## src/rtl/timer_control_fsm.sv

```systemverilog
// Stopwatch run-control: debounced start/stop, lap and clear keys driving a 4-state sequencer.
// Optional lap feature (lap key, LAP state, display_hold) is built only with TIMER_CTRL_LAP_EN.
module timer_control_fsm #(
   parameter int unsigned DEBOUNCE_CYCLES = 500000
) (
   input  logic       clock,
   input  logic       resetn,
   input  logic [2:0] key_n,
   output logic       timer_enable,
   output logic       timer_clear,
   output logic       display_hold,
   output logic [1:0] state
);

   localparam int unsigned     CW       = $clog2(DEBOUNCE_CYCLES + 1);
   localparam logic [CW-1:0]   CNT_LAST = CW'(DEBOUNCE_CYCLES - 1);

   localparam logic [1:0] S_IDLE   = 2'b00;
   localparam logic [1:0] S_RUN    = 2'b01;
   localparam logic [1:0] S_PAUSE  = 2'b10;
   localparam logic [1:0] S_LAP    = 2'b11;

`ifdef TIMER_CTRL_LAP_EN
   localparam logic [2:0] KEY_BUILT = 3'b111;
`else
   localparam logic [2:0] KEY_BUILT = 3'b101;
`endif

   logic [2:0] press;

   for (genvar k = 0; k < 3; k++) begin : g_key
      if (KEY_BUILT[k]) begin : g_on
         logic          sync1;
         logic          sync2;
         logic          level;
         logic          strobe;
         logic [CW-1:0] count;

         // The counter reaching its last value on a mismatching cycle completes
         // DEBOUNCE_CYCLES stable samples, so the level flips on that same edge.
         always_ff @(posedge clock) begin
            if (!resetn) begin
               sync1  <= 1'b1;
               sync2  <= 1'b1;
               level  <= 1'b1;
               count  <= '0;
               strobe <= 1'b0;
            end else begin
               sync1  <= key_n[k];
               sync2  <= sync1;
               strobe <= 1'b0;
               if (sync2 == level) begin
                  count <= '0;
               end else if (count == CNT_LAST) begin
                  level  <= sync2;
                  count  <= '0;
                  strobe <= ~sync2;
               end else begin
                  count <= count + CW'(1);
               end
            end
         end

         assign press[k] = strobe;
      end else begin : g_off
         logic unused_key;
         assign unused_key = key_n[k];
         assign press[k]   = 1'b0;
      end
   end

   logic       ev_start;
   logic       ev_lap;
   logic       ev_clear;
   logic [1:0] next_state;
   logic       do_clear;

   assign ev_start = press[0];
   assign ev_lap   = press[1];
   assign ev_clear = press[2];

   // Priority clear > start > lap among the events valid in the current state.
   always_comb begin
      next_state = state;
      do_clear   = 1'b0;
      case (state)
         S_IDLE: begin
            if (ev_clear) begin
               next_state = S_IDLE;
               do_clear   = 1'b1;
            end else if (ev_start) begin
               next_state = S_RUN;
            end
         end
         S_RUN: begin
            if (ev_start)    next_state = S_PAUSE;
            else if (ev_lap) next_state = S_LAP;
         end
         S_LAP: begin
            if (ev_start)    next_state = S_PAUSE;
            else if (ev_lap) next_state = S_RUN;
         end
         S_PAUSE: begin
            if (ev_clear) begin
               next_state = S_IDLE;
               do_clear   = 1'b1;
            end else if (ev_start) begin
               next_state = S_RUN;
            end
         end
         default: next_state = S_IDLE;
      endcase
   end

   always_ff @(posedge clock) begin
      if (!resetn) begin
         state        <= S_IDLE;
         timer_enable <= 1'b0;
         timer_clear  <= 1'b1;
      end else begin
         state        <= next_state;
         timer_enable <= (next_state == S_RUN) || (next_state == S_LAP);
         timer_clear  <= do_clear;
      end
   end

`ifdef TIMER_CTRL_LAP_EN
   always_ff @(posedge clock) begin
      if (!resetn) display_hold <= 1'b0;
      else         display_hold <= (next_state == S_LAP);
   end
`else
   assign display_hold = 1'b0;
`endif

endmodule

```

## config.mk

```make
export PLATFORM = sky130hd
export DESIGN_NAME = timer_control_fsm
export DESIGN_NICKNAME = d
export VERILOG_FILES = /design/src/rtl/timer_control_fsm.sv
export SDC_FILE = /design/constraint.sdc
export NUM_CORES = 1
export LEC_CHECK = 0
export ABC_AREA = 0
export CELL_PAD_IN_SITES_DETAIL_PLACEMENT = 1
export CELL_PAD_IN_SITES_GLOBAL_PLACEMENT = 1
export CORE_MARGIN = 2
export CORE_UTILIZATION = 45
export CTS_CLUSTER_SIZE = 30
export DETAILED_ROUTE_END_ITERATION = 10
export PLACE_DENSITY_LB_ADDON = 0.1
export SLEW_MARGIN = 40
export SYNTH_ARGS = -nofsm -noshare
export SYNTH_HDL_FRONTEND = slang
export SYNTH_SLANG_ARGS = --single-unit
```

## constraint.sdc

```tcl
create_clock -name clock -period 2.3 [get_ports clock]
set_input_delay 0.69 -clock clock [delete_from_list [all_inputs] [get_ports clock]]
set_output_delay 0.69 -clock clock [all_outputs]
set_load 0.03 [all_outputs]
```

==> results by group <==
Run status
  – Status: complete, no violations

Detailed routing
  – DRT antenna net count: 0
  – Avg WL per Cell: 13.3 um
  – Vias per inst: 5.39
  – # DRC: 0
  – Vias: 1649
  – Initial drt markers: 67
  – DRT Pass-1 Iters: 4
  – Detailed Route WL: 4070 um

Synthesis
  – Synth Net Count: 245
  – Synthesized area per cell: 8.94 sq um
  – Cell variety after synth: 38
  – Cell count after synthesis: 238
  – Sequential-to-total area share from yosys stat: 46.1%
  – Synth Flop Type: dfxtp_1
  – Asr flop ratio synth: 0%
  – Yosys reg bits: 49
  – Yosys top cell by area: dfxtp_1
  – Post-synth design cell area: 0.00213 sq mm
  – Area contributors post-synth: dfxtp_1 (46%), xnor2_1 (9.5%), nor2_1 (7.4%)
  – Yosys top cell area share: 46.1%
  – Synth warn: 0
  – Post-synth EDFFs: 0

Global routing
  – Largest net degree at the start of global routing: 19
  – Initial antenna violation count: 0
  – Vias in the first global route: 1590
  – First-pass GRT wire length: 7170 um
  – GRT Total Usage: 16.8%
  – Grt ovf: 0

Floorplanning
  – Total I/O pin count: 10
  – Initial Util: 45.9%
  – Die extent in x: 72.8 um
  – Die area: 0.00529 sq mm
  – Die Span Y: 72.8 um
  – Core Footprint: 0.00463 sq mm
  – Row count: 25

Setup path
  – CP Class: register to primary output
  – CP bufs+invs: 1
  – Critical path arrival: 1.39 ns
  – Largest delay share family, worst path: buffers and inverters
  – Crit-path max FO: 5
  – Crit-path cells: clkdlybuf4s50_1
  – Slowest CP cell: clkdlybuf4s50_1
  – Largest stage delay, worst path: 0.70 ns
  – Crit path launch type: register
  – Reg-to-reg setup timing slack: 0.30 ns
  – CP Capture Type: primary output
  – CP required: 1.61 ns

CTS
  – # clock sinks: 49
  – Worst-path clk slew: 0.08 ns
  – CTS buffer count: 5
  – Setup Buffers After CTS: 0
  – CTS-repair resized insts: 0
  – H-tree depth: 2
  – Number of buffers on the longest clock path: 2
  – CTS tree: done
  – Clk_lat worst skew: 0.29 ns
  – CTS root buffer: clkbuf_8
  – Hold_buf cts: 0

STA
  – Setup violators final: 0
  – Final hold vios: 0
  – Worst Skew: 0.00400 ns
  – Max Slew Vio Count: 0
  – Rel. slew slack: 50.2%
  – Fmax: 0.481 GHz
  – Total Neg Setup Slack: 0 ns
  – Crit share post-route: 90.4%
  – Least-Margin Pin Slew: 0.746 ns
  – Unrepaired setup endpoints after global routing: false
  – Clock period minus worst slack: 2.08 ns

Power and ir drop
  – P_int: 1.22 mW
  – Seq pwr share: 56.9%
  – Total Power: 1.50 mW
  – Switching Share: 18.9%
  – Clock power share: 41.2%
  – Combinational Power Share: 1.9%
  – Leak: 0.725 nW
  – Switch Pwr: 284 uW
  – Peak supply drop: 511 uV
  – Pwr dens: 630 mW/mm^2

Layout
  – Reg area: 981 sq um
  – Fillers: 552
  – Multi-input gate area: 0.00106 sq mm
  – Final nets: 258
  – Layout cell share with drive strength beyond 1: 8.73%
  – Ant diodes: 0
  – Area delta synth->final: 12.2%

Placement
  – Final HPWL DP: 2960 um
  – I/O Buffers: 7
  – Gpl congestion: 0.729

Worst hold path
  – HP Class: register to register

Flow run
  – Max Cap Viol: 0
[layout make-up]
| class | count | area share [%] |
|---|---|---|
| multi-input combinational | 170 | 44.5 |
| clock inverter | 1 | 1.26 |
| timing repair buffer | 13 | 4.82 |
| inverter | 12 | 1.89 |
| clock buffer | 7 | 3.62 |
| tap | 54 | 2.83 |
| sequential | 49 | 41.1 |
[kinds of logic after synthesis]
logic type / after synthesis / synth area share [%]
other cells: 1 / 0.176
buf+inv: 19 / 4.00
compound gates: 14 / 4.47
mux: 1 / 0.471
simple gates: 120 / 30.4
fa+ha+maj: 2 / 1.18
flops: 49 / 46.1
xor+xnor: 32 / 13.2
[per-layer routing]
metal / vias to the layer above / share of wire [%] / global-route usage (%)
met5: - / 0 / 0
met4: 0 / 1.1 / 4.32
met3: 4 / 2.5 / 4.14
met2: 15 / 45 / 25.7
met1: 786 / 51 / 23.9
li1: 844 / - / -
[stage by stage]
stage	utilization, %	area, sq um	instances	hold WS, ns	setup WS (ns)
after CTS	51.5	2390	306	0.423	0.198
after detailed placement	49.0	2270	298	0.399	0.216
after floorplan	-	2130	238	0.386	0.380
after global routing	51.5	2390	306	0.431	0.137
final	51.5	2390	306	0.416	0.220
after global placement	49.0	2270	298	0.395	0.254
[cell usage in the layout, fill, tap and decap left out, drive strengths merged]
cell           count
clkbuf             7
o221ai             1
inv               12
clkdlybuf4s50      7
or3                1
nor4bb             2
nand3             16
xnor2             23
or4                2
dfxtp             49
nor4b              1
a21o               1
a21bo              1
and3               3
o21ai              4
nand2             10
nor2              42
nand3b             1
xor2               9
conb               1
buf                6
bufinv             1
nand4             13
and4               2
nor3               8
ha                 2
and4bb             1
a21oi              4
nand2b             4
o31ai              1
nor4              12
mux2i              1
and2               2
a31o               2
[power groups by stage]
stage | clock network [mW] | registers, mW | logic, mW
6_report | 0.619 | 0.855 | 0.0293
4_1_cts | 0.651 | 0.856 | 0.0298
2_1_floorplan | 0 | 0.877 | 0.0160
5_1_grt | 0.681 | 0.856 | 0.0327
3_5_place_dp | 0 | 0.876 | 0.0296
3_3_place_gp | 0 | 0.875 | 0.0293
[worst register-to-register path, stage by stage, from the launching register on]
cell     delay [ns]
dfxtp_1        0.41
ha_1           0.28
nand4_2        0.14
or4_4          0.55
or4_1          0.41
a21oi_1        0.15
[final timing paths]
kind                                                   startpoint                            endpoint  depth (start not counted)
worst max-delay path                      timer_enable$_SDFF_PN0_                            state[0]                          1
worst min-delay path               g_key[2].g_on.sync1$_SDFF_PN1_      g_key[2].g_on.sync2$_SDFF_PN1_                          1
worst max register to register  g_key[2].g_on.count[1]$_SDFF_PP0_  g_key[2].g_on.count[18]$_SDFF_PP0_                          5
worst min register to register     g_key[2].g_on.sync1$_SDFF_PN1_      g_key[2].g_on.sync2$_SDFF_PN1_                          1
[registers in the layout (all words and copies together) (netlist names)]
register and flops:
ev_start 1, g_key.g_on.sync2 2, ev_clear 1, timer_enable 1, state 1, timer_clear 1
g_key.g_on.level 2, g_key.g_on.count 38, g_key.g_on.sync1 2
[cells in the mapped netlist (all sizes together) (2+ instances only)]
cell type,instances
and4,2
or4,2
ha,2
clkbuf,2
nand2,10
xor2,9
inv,12
nor4,12
dfxtp,49
nor4bb,2
o21ai,4
and2,2
nand3,16
a21oi,4
buf,5
nand2b,4
a31o,2
xnor2,23
nor2,42
nor3,8
nand4,13
and3,3
No activity file was read; power rests on OpenSTA's default activity.
